[src/rtl/hdmi_island_pkg.sv]
// Shared types and timing constants for the HDMI data-island scheduler.
// Imported by data_island_scheduler and island_arbiter.
package hdmi_island_pkg;

   localparam int CTRL_LEAD     = 4;
   localparam int PREAMBLE      = 8;
   localparam int GUARD         = 2;
   localparam int VIDEO_TAIL    = 12;
   localparam int OVERHEAD      = CTRL_LEAD + PREAMBLE + 2 * GUARD + VIDEO_TAIL;
   localparam int PACKET_PIXELS = 32;

   typedef enum logic [1:0] {
      MODE_CTRL     = 2'd0,
      MODE_PREAMBLE = 2'd1,
      MODE_GUARD    = 2'd2,
      MODE_PACKET   = 2'd3
   } island_mode_t;

   typedef enum logic [2:0] {
      S_IDLE        = 3'd0,
      S_CTRL_LEAD   = 3'd1,
      S_PREAMBLE    = 3'd2,
      S_GUARD_LEAD  = 3'd3,
      S_PACKET      = 3'd4,
      S_GUARD_TRAIL = 3'd5
   } island_state_t;

endpackage

[src/rtl/island_arbiter.sv]
// Packet-slot arbiter: index 0 always wins; others are fixed priority, or
// round-robin when DATA_ISLAND_ROUND_ROBIN_EN is defined.
module island_arbiter #(
   parameter int NUM_REQ = 4
) (
   input  logic               clk_i,
   input  logic               rst_ni,
   input  logic [NUM_REQ-1:0] req_i,
   input  logic               enable_i,
   input  logic               clear_i,
   output logic [NUM_REQ-1:0] grant_o
);

   // Handshake: req_i is a level held by the source until it sees its bit in
   // grant_o; a grant is issued only in an enable_i slot, zero means null packet.
   logic [NUM_REQ-1:0] grant_d, grant_q;

`ifdef DATA_ISLAND_ROUND_ROBIN_EN
   localparam int PW = $clog2(NUM_REQ);

   logic [PW-1:0] ptr_d, ptr_q;
   logic [PW-1:0] idx_s;
   int            idx;

   always_comb begin
      grant_d = '0;
      ptr_d   = ptr_q;
      idx     = 0;
      idx_s   = '0;
      if (clear_i) begin
         ptr_d = PW'(1);
      end
      if (enable_i) begin
         if (req_i[0]) begin
            grant_d[0] = 1'b1;
         end else begin
            // Pointer lives in 1..NUM_REQ-1; the search wraps within that range.
            for (int i = 0; i < NUM_REQ - 1; i++) begin
               idx = int'(ptr_q) + i;
               if (idx >= NUM_REQ) begin
                  idx = idx - (NUM_REQ - 1);
               end
               idx_s = PW'(idx);
               if (grant_d == '0 && req_i[idx_s]) begin
                  grant_d[idx_s] = 1'b1;
                  ptr_d = (idx == NUM_REQ - 1) ? PW'(1) : PW'(idx + 1);
               end
            end
         end
      end
   end

   always_ff @(posedge clk_i or negedge rst_ni) begin
      if (!rst_ni) begin
         ptr_q <= PW'(1);
      end else begin
         ptr_q <= ptr_d;
      end
   end
`else
   logic unused_clear;
   assign unused_clear = clear_i;

   always_comb begin
      grant_d = '0;
      if (enable_i) begin
         for (int i = 0; i < NUM_REQ; i++) begin
            if (grant_d == '0 && req_i[i]) begin
               grant_d[i] = 1'b1;
            end
         end
      end
   end
`endif

   always_ff @(posedge clk_i or negedge rst_ni) begin
      if (!rst_ni) begin
         grant_q <= '0;
      end else begin
         grant_q <= grant_d;
      end
   end

   assign grant_o = grant_q;

endmodule

[src/rtl/data_island_scheduler.sv]
// Places one data island per horizontal blanking line and sequences its modes
// and packet slots. Optional round-robin arbitration: DATA_ISLAND_ROUND_ROBIN_EN.
module data_island_scheduler
   import hdmi_island_pkg::*;
#(
   parameter int NUM_REQ     = 4,
   parameter int BLANK_WIDTH = 12,
   parameter int MAX_PACKETS = 18
) (
   input  logic                   clk_pixel,
   input  logic                   reset_n,
   input  logic                   hblank_start,
   input  logic [BLANK_WIDTH-1:0] hblank_length,
   input  logic                   video_field_end,
   input  logic [NUM_REQ-1:0]     req,
   output logic [NUM_REQ-1:0]     grant,
   output logic                   packet_enable,
   output logic [4:0]             packet_pixel_counter,
   output logic [1:0]             mode,
   output logic [4:0]             island_packets,
   output logic                   overlap_err
);

   localparam int DW = BLANK_WIDTH + 1;
   localparam logic [DW-6:0] MAX_N = MAX_PACKETS[DW-6:0];

   island_state_t state_d, state_q;
   island_mode_t  mode_d, mode_q;
   logic [4:0]    cnt_d, cnt_q;
   logic [4:0]    pkt_d, pkt_q;
   logic [4:0]    npkt_d, npkt_q;
   logic [4:0]    ppc_d, ppc_q;
   logic          pe_d, pe_q;
   logic          ovl_d, ovl_q;
   logic [DW-1:0] excess;
   logic [DW-6:0] raw_n;
   logic [4:0]    n_calc;
   logic          accept;

   // Extra bit keeps short blanking intervals from wrapping to a huge count.
   always_comb begin
      excess = {1'b0, hblank_length} - DW'(OVERHEAD);
      raw_n  = excess[DW-1:5];
      n_calc = '0;
      if ({1'b0, hblank_length} >= DW'(OVERHEAD + PACKET_PIXELS)) begin
         n_calc = (raw_n > MAX_N) ? MAX_N[4:0] : raw_n[4:0];
      end
   end

   assign accept = hblank_start && (state_q == S_IDLE);

   always_comb begin
      state_d = state_q;
      cnt_d   = cnt_q;
      pkt_d   = pkt_q;
      npkt_d  = accept ? n_calc : npkt_q;
      ovl_d   = ovl_q;
      if (video_field_end) begin
         ovl_d = 1'b0;
      end
      if (hblank_start && state_q != S_IDLE) begin
         ovl_d = 1'b1;
      end
      unique case (state_q)
         S_IDLE: begin
            if (accept && n_calc != 5'd0) begin
               state_d = S_CTRL_LEAD;
               cnt_d   = '0;
            end
         end
         S_CTRL_LEAD: begin
            cnt_d = cnt_q + 5'd1;
            if (cnt_q == 5'(CTRL_LEAD - 1)) begin
               state_d = S_PREAMBLE;
               cnt_d   = '0;
            end
         end
         S_PREAMBLE: begin
            cnt_d = cnt_q + 5'd1;
            if (cnt_q == 5'(PREAMBLE - 1)) begin
               state_d = S_GUARD_LEAD;
               cnt_d   = '0;
            end
         end
         S_GUARD_LEAD: begin
            cnt_d = cnt_q + 5'd1;
            if (cnt_q == 5'(GUARD - 1)) begin
               state_d = S_PACKET;
               cnt_d   = '0;
               pkt_d   = '0;
            end
         end
         S_PACKET: begin
            cnt_d = cnt_q + 5'd1;
            if (cnt_q == 5'(PACKET_PIXELS - 1)) begin
               cnt_d = '0;
               if (pkt_q == npkt_q - 5'd1) begin
                  state_d = S_GUARD_TRAIL;
               end else begin
                  pkt_d = pkt_q + 5'd1;
               end
            end
         end
         S_GUARD_TRAIL: begin
            cnt_d = cnt_q + 5'd1;
            if (cnt_q == 5'(GUARD - 1)) begin
               state_d = S_IDLE;
               cnt_d   = '0;
            end
         end
         default: begin
            state_d = S_IDLE;
            cnt_d   = '0;
         end
      endcase
   end

   // Outputs are decoded from the next state so each appears one edge after its pixel.
   always_comb begin
      mode_d = MODE_CTRL;
      ppc_d  = '0;
      pe_d   = 1'b0;
      unique case (state_d)
         S_PREAMBLE:                  mode_d = MODE_PREAMBLE;
         S_GUARD_LEAD, S_GUARD_TRAIL: mode_d = MODE_GUARD;
         S_PACKET:                    mode_d = MODE_PACKET;
         default:                     mode_d = MODE_CTRL;
      endcase
      if (state_d == S_PACKET) begin
         ppc_d = cnt_d;
      end
      if (state_d == S_GUARD_LEAD && cnt_d == 5'(GUARD - 1)) begin
         pe_d = 1'b1;
      end
      if (state_d == S_PACKET && cnt_d == 5'(PACKET_PIXELS - 1) && pkt_d != npkt_q - 5'd1) begin
         pe_d = 1'b1;
      end
   end

   always_ff @(posedge clk_pixel or negedge reset_n) begin
      if (!reset_n) begin
         state_q <= S_IDLE;
         cnt_q   <= '0;
         pkt_q   <= '0;
         npkt_q  <= '0;
         mode_q  <= MODE_CTRL;
         ppc_q   <= '0;
         pe_q    <= 1'b0;
         ovl_q   <= 1'b0;
      end else begin
         state_q <= state_d;
         cnt_q   <= cnt_d;
         pkt_q   <= pkt_d;
         npkt_q  <= npkt_d;
         mode_q  <= mode_d;
         ppc_q   <= ppc_d;
         pe_q    <= pe_d;
         ovl_q   <= ovl_d;
      end
   end

   island_arbiter #(
      .NUM_REQ (NUM_REQ)
   ) u_arbiter (
      .clk_i    (clk_pixel),
      .rst_ni   (reset_n),
      .req_i    (req),
      .enable_i (pe_d),
      .clear_i  (video_field_end),
      .grant_o  (grant)
   );

   assign mode                 = mode_q;
   assign packet_enable        = pe_q;
   assign packet_pixel_counter = ppc_q;
   assign island_packets       = npkt_q;
   assign overlap_err          = ovl_q;

endmodule

[config.mk]
export PLATFORM = sky130hd
export DESIGN_NAME = data_island_scheduler
export DESIGN_NICKNAME = d
export VERILOG_FILES = /design/src/rtl/hdmi_island_pkg.sv /design/src/rtl/island_arbiter.sv /design/src/rtl/data_island_scheduler.sv
export SDC_FILE = /design/constraint.sdc
export NUM_CORES = 1
export LEC_CHECK = 0
export ABC_AREA = 1
export BUFFER_PORTS_ARGS = -buffer_cell sky130_fd_sc_hd__buf_2
export CAP_MARGIN = 20
export CORE_MARGIN = 2
export CORE_UTILIZATION = 53
export CTS_CLUSTER_SIZE = 12
export DETAILED_ROUTE_END_ITERATION = 12
export PLACE_DENSITY = 0.75
export SKIP_LAST_GASP = 1
export SYNTH_ARGS = -nofsm -noshare
export SYNTH_HDL_FRONTEND = slang
export SYNTH_SLANG_ARGS = --single-unit
[constraint.sdc]
create_clock -name clk_pixel -period 3.5 [get_ports clk_pixel]
set_input_delay 0.175 -clock clk_pixel [delete_from_list [all_inputs] [get_ports clk_pixel]]
set_output_delay 0.175 -clock clk_pixel [all_outputs]
set_load 0.1 [all_outputs]
==> qor.csv <==
stage,metric,value,unit
placed_design,PortBufs,35,
synthesis,post-synthesis sequential area ratio,39.95,%
grt,initial antenna violation count,0,
cts,CTS H-tree depth,2,
setup_path,Worst Path Required,3.73,ns
floorplan,Core Footprint,3416,µm²
min_path,hold path startpoint,video_field_end,
timing,Final Critical Period,2.482,ns
cells_and_area,Filler Cells Inserted,334,
synthesis,Unique masters post-synth,30,
timing,skew final,0.01323,ns
routing,Detailed Routing Iterations Pass 1,4,
floorplan,die footprint,4164,µm²
power_and_ir_drop,Sw Ratio,22.25,%
synthesis,Post-Syn Instances,269,
setup_path,Crit Reg-Reg Endpoint,u_arbiter.grant_o[3]$_DFF_PN0_,
floorplan,die width,64.53,µm
floorplan,# rows,21,
setup_path,startpoint type of the worst setup path,flop,
power_and_ir_drop,Leakage,1.221,nW
power_and_ir_drop,worst vdd ir,0.0001554,V
routing,Starting DRT DRC Count,73,
synthesis,Mapped Area,1942,µm²
grt,grt ovf,0,
grt,vias in the first global route,1780,
cts,CTS Buf Count,5,
cells_and_area,most frequent cells in the layout,"nand2_1, nand3_1, inv_1, buf_2, dfrtp_1",
timing,Fin. Hold Viols,0,
synthesis,Syn Area/Cell,7.219,µm²
setup_path,critical path type,reg -> reg,
timing,Max Clk Rate,402.8,MHz
cts,"Reg clk slew, reported paths",0.10,ns
timing,final setup TNS,0,ns
power_and_ir_drop,internal power component,0.0005410,W
power_and_ir_drop,Clk pwr share,42.6,%
min_path,Worst Hold Class,in -> reg,
timing,unrepaired setup endpoints after global routing,no,
cts,TritonCTS clock tree,yes,
setup_path,Register-to-Register Path Depth,19,
power_and_ir_drop,Pwr Density,307.6,nW/µm²
power_and_ir_drop,sw power,0.0001548,W
cts,CTS max path bufs,2,
timing,final cycle utilization of the critical path,70.92,%
routing,top routing layer used,met4,
setup_path,Worst R2R Setup Slack,1.02,ns
setup_path,Reg2Reg Launch Point,island_packets[0]$_DFFE_PN0P_,
cells_and_area,share of post-route cells with drive strength above 1,20.26,%
timing,Final setup viols,0,
cts,Root Buffer,clkbuf_4,
cts,Sink Count,31,
cts,Post-CTS Setup Bufs,0,
routing,final wirelength,4052,µm
grt,first-pass GRT wire length,7410,µm
floorplan,io pins,38,
cells_and_area,"commonest non-fill, non-tap cell in the layout",nand2_1,
routing,WL met2,1872,µm
timing,worst slew pin tran,0.6802,ns
min_path,hold path depth,2,
setup_path,CP Capture Type,flop,
routing,"antenna viol nets, final",0,
placed_design,detailed placement HPWL,3187,µm
timing,Pins Over Slew Limit,0,
routing,via count,1805,
routing,DRC viols,0,
routing,met1 wire length,1915,µm
routing,drt via density,5.056,
synthesis,Yosys warnings,0,
timing,relative slew slack,54.65,%
power_and_ir_drop,share of power burned in registers,51.6,%
synthesis,synthesized flop and latch total,31,
synthesis,synthesized net count,294,
grt,pin count of the biggest net entering global routing,32,
power_and_ir_drop,total power,0.0006958,W
cells_and_area,ant diodes,0,
cts,worst skew pair latency,0.35,ns
placed_design,gpl congestion,0.8836,
setup_path,CP Max Fanout,6,
floorplan,Vert. Die Dim,64.53,µm
routing,wire per inst,11.35,µm
power_and_ir_drop,Comb pwr share,5.8,%
setup_path,Crit. Startpoint,island_packets[0]$_DFFE_PN0P_,
run,maximum capacitance violations,0,
cells_and_area,Layout Nets,335,
routing,met3 WL post-DR,217,µm
min_path,hold endpoint,overlap_err$_DFFE_PN0P_,
floorplan,Initial Util,56.85,%
grt,gr usage total,23.30,%
run_status,status,"finished, final reports clean",
cells_and_area,area grow syn2layout,16.49,%
setup_path,CP arrival,2.72,ns
==> worst max-delay path, cell delays in order (launching register included) <==
cell and delay (ns):
dfrtp_1 0.42, inv_1 0.15, ha_1 0.26, inv_1 0.06, nand2_1 0.08, nand2_1 0.10
nand2_1 0.07, nand2_1 0.04, nor2_1 0.08, nand3_1 0.14, nand3_1 0.16, inv_1 0.07
nand2_1 0.08, nand2_1 0.07, nand2_1 0.07, nand2_1 0.05, nor2_1 0.11, nand3_1 0.11
nand2_1 0.15, a21oi_1 0.09
==> worst max path at each step <==
stage	end	slack, ns	cells past startpoint
finish	u_arbiter.grant_o[3]$_DFF_PN0_	1.02	19
global route	u_arbiter.grant_o[3]$_DFF_PN0_	0.65	19
CTS	u_arbiter.grant_o[3]$_DFF_PN0_	1.01	19
detailed placement	u_arbiter.grant_o[3]$_DFF_PN0_	1.03	19
global placement	u_arbiter.grant_o[3]$_DFF_PN0_	1.09	19
floorplan	u_arbiter.grant_o[0]$_DFF_PN0_	0.65	18
==> per-layer routing <==
layer	vias to the layer above	GRT usage, %
met5	-	0
met1	813	29.05
met4	0	10.37
met2	40	38.80
met3	4	5.035
li1	948	-
==> Yosys cell counts <==
cell type | number | area [µm²]
nand2_1 | 73 | 274.0
a21oi_1 | 5 | 25.02
a31oi_2 | 1 | 12.51
nor3b_1 | 1 | 7.510
inv_4 | 1 | 6.260
nor2_2 | 3 | 18.77
nor3_2 | 1 | 10.01
inv_2 | 5 | 18.77
o21ai_1 | 1 | 5.000
clkbuf_1 | 1 | 3.750
clkinv_1 | 1 | 3.750
or2_2 | 1 | 6.260
ha_1 | 5 | 62.56
nor3_1 | 7 | 35.03
o21a_1 | 1 | 7.510
o21ai_2 | 4 | 35.03
inv_1 | 35 | 131.4
a211o_1 | 1 | 8.760
dfrtp_1 | 31 | 775.7
nand4_1 | 4 | 25.02
xor2_1 | 3 | 26.28
o211ai_1 | 2 | 15.01
nor2_1 | 26 | 97.59
nand3_1 | 37 | 185.2
nor4_1 | 2 | 12.51
o21ai_0 | 7 | 35.03
nor2_4 | 3 | 33.78
nand3b_1 | 5 | 37.54
buf_2 | 1 | 5.000
o31ai_4 | 1 | 21.27
==> cells by family after synthesis <==
family / after synthesis / share of synthesized area, %
adders and majority gates: 5 / 3.222
and+or+nand+nor: 163 / 38.27
DFF: 31 / 39.95
buffers and inverters: 44 / 8.698
AOI/OAI and AO/OA: 23 / 8.504
xor gates and xnor gates: 3 / 1.353
==> timing repair <==
item / CTS / global route
hold buffers: 1 / 0
hold endpoints to repair: 31 / 0
resized for setup: 0 / 0
==> metrics by stage <==
| step | area, µm² | std cells | utilization (%) | worst slack [ns] | hold slack (ns) |
|---|---|---|---|---|---|
| floorplan | 1942 | 269 | - | 0.6457 | -0.1206 |
| global placement | 2166 | 348 | 63.41 | 1.095 | 0.2524 |
| detailed placement | 2166 | 348 | 63.41 | 1.026 | 0.2629 |
| CTS | 2262 | 357 | 66.23 | 1.005 | 0.004081 |
| global route | 2262 | 357 | 66.23 | 0.6545 | 0.04879 |
| finish | 2262 | 357 | 66.23 | 1.018 | 0.01469 |
==> registers in the layout, indices dropped and copies added, names as in the netlist <==
signal                flops
mode                      2
island_packets            5
cnt_q                     5
overlap_err               1
state_q                   3
pkt_q                     5
packet_enable             1
u_arbiter.grant_o         4
packet_pixel_counter      5
==> layout make-up <==
class                           count  area, µm²  share of cell area [%]
Tap cell                           46      57.56                   2.544
Clock buffer                        6      51.30                   2.268
Multi-Input combinational cell    194      997.2                   44.08
Inverter                           42      160.2                   7.080
Sequential cell                    31      775.7                   34.29
Clock inverter                      2      35.03                   1.549
Timing Repair Buffer               36      185.2                   8.186
==> power groups by stage <==
stage	Sequential (W)	Combinational, W	Clock, W
after floorplan	0.000372	0.0000126	0
after CTS	0.000359	0.0000412	0.000305
final	0.000359	0.0000401	0.000297
after global placement	0.000366	0.0000391	0
after global routing	0.000359	0.0000466	0.000315
after detailed placement	0.000366	0.0000403	0
No activity file was read; power rests on OpenSTA's default activity.
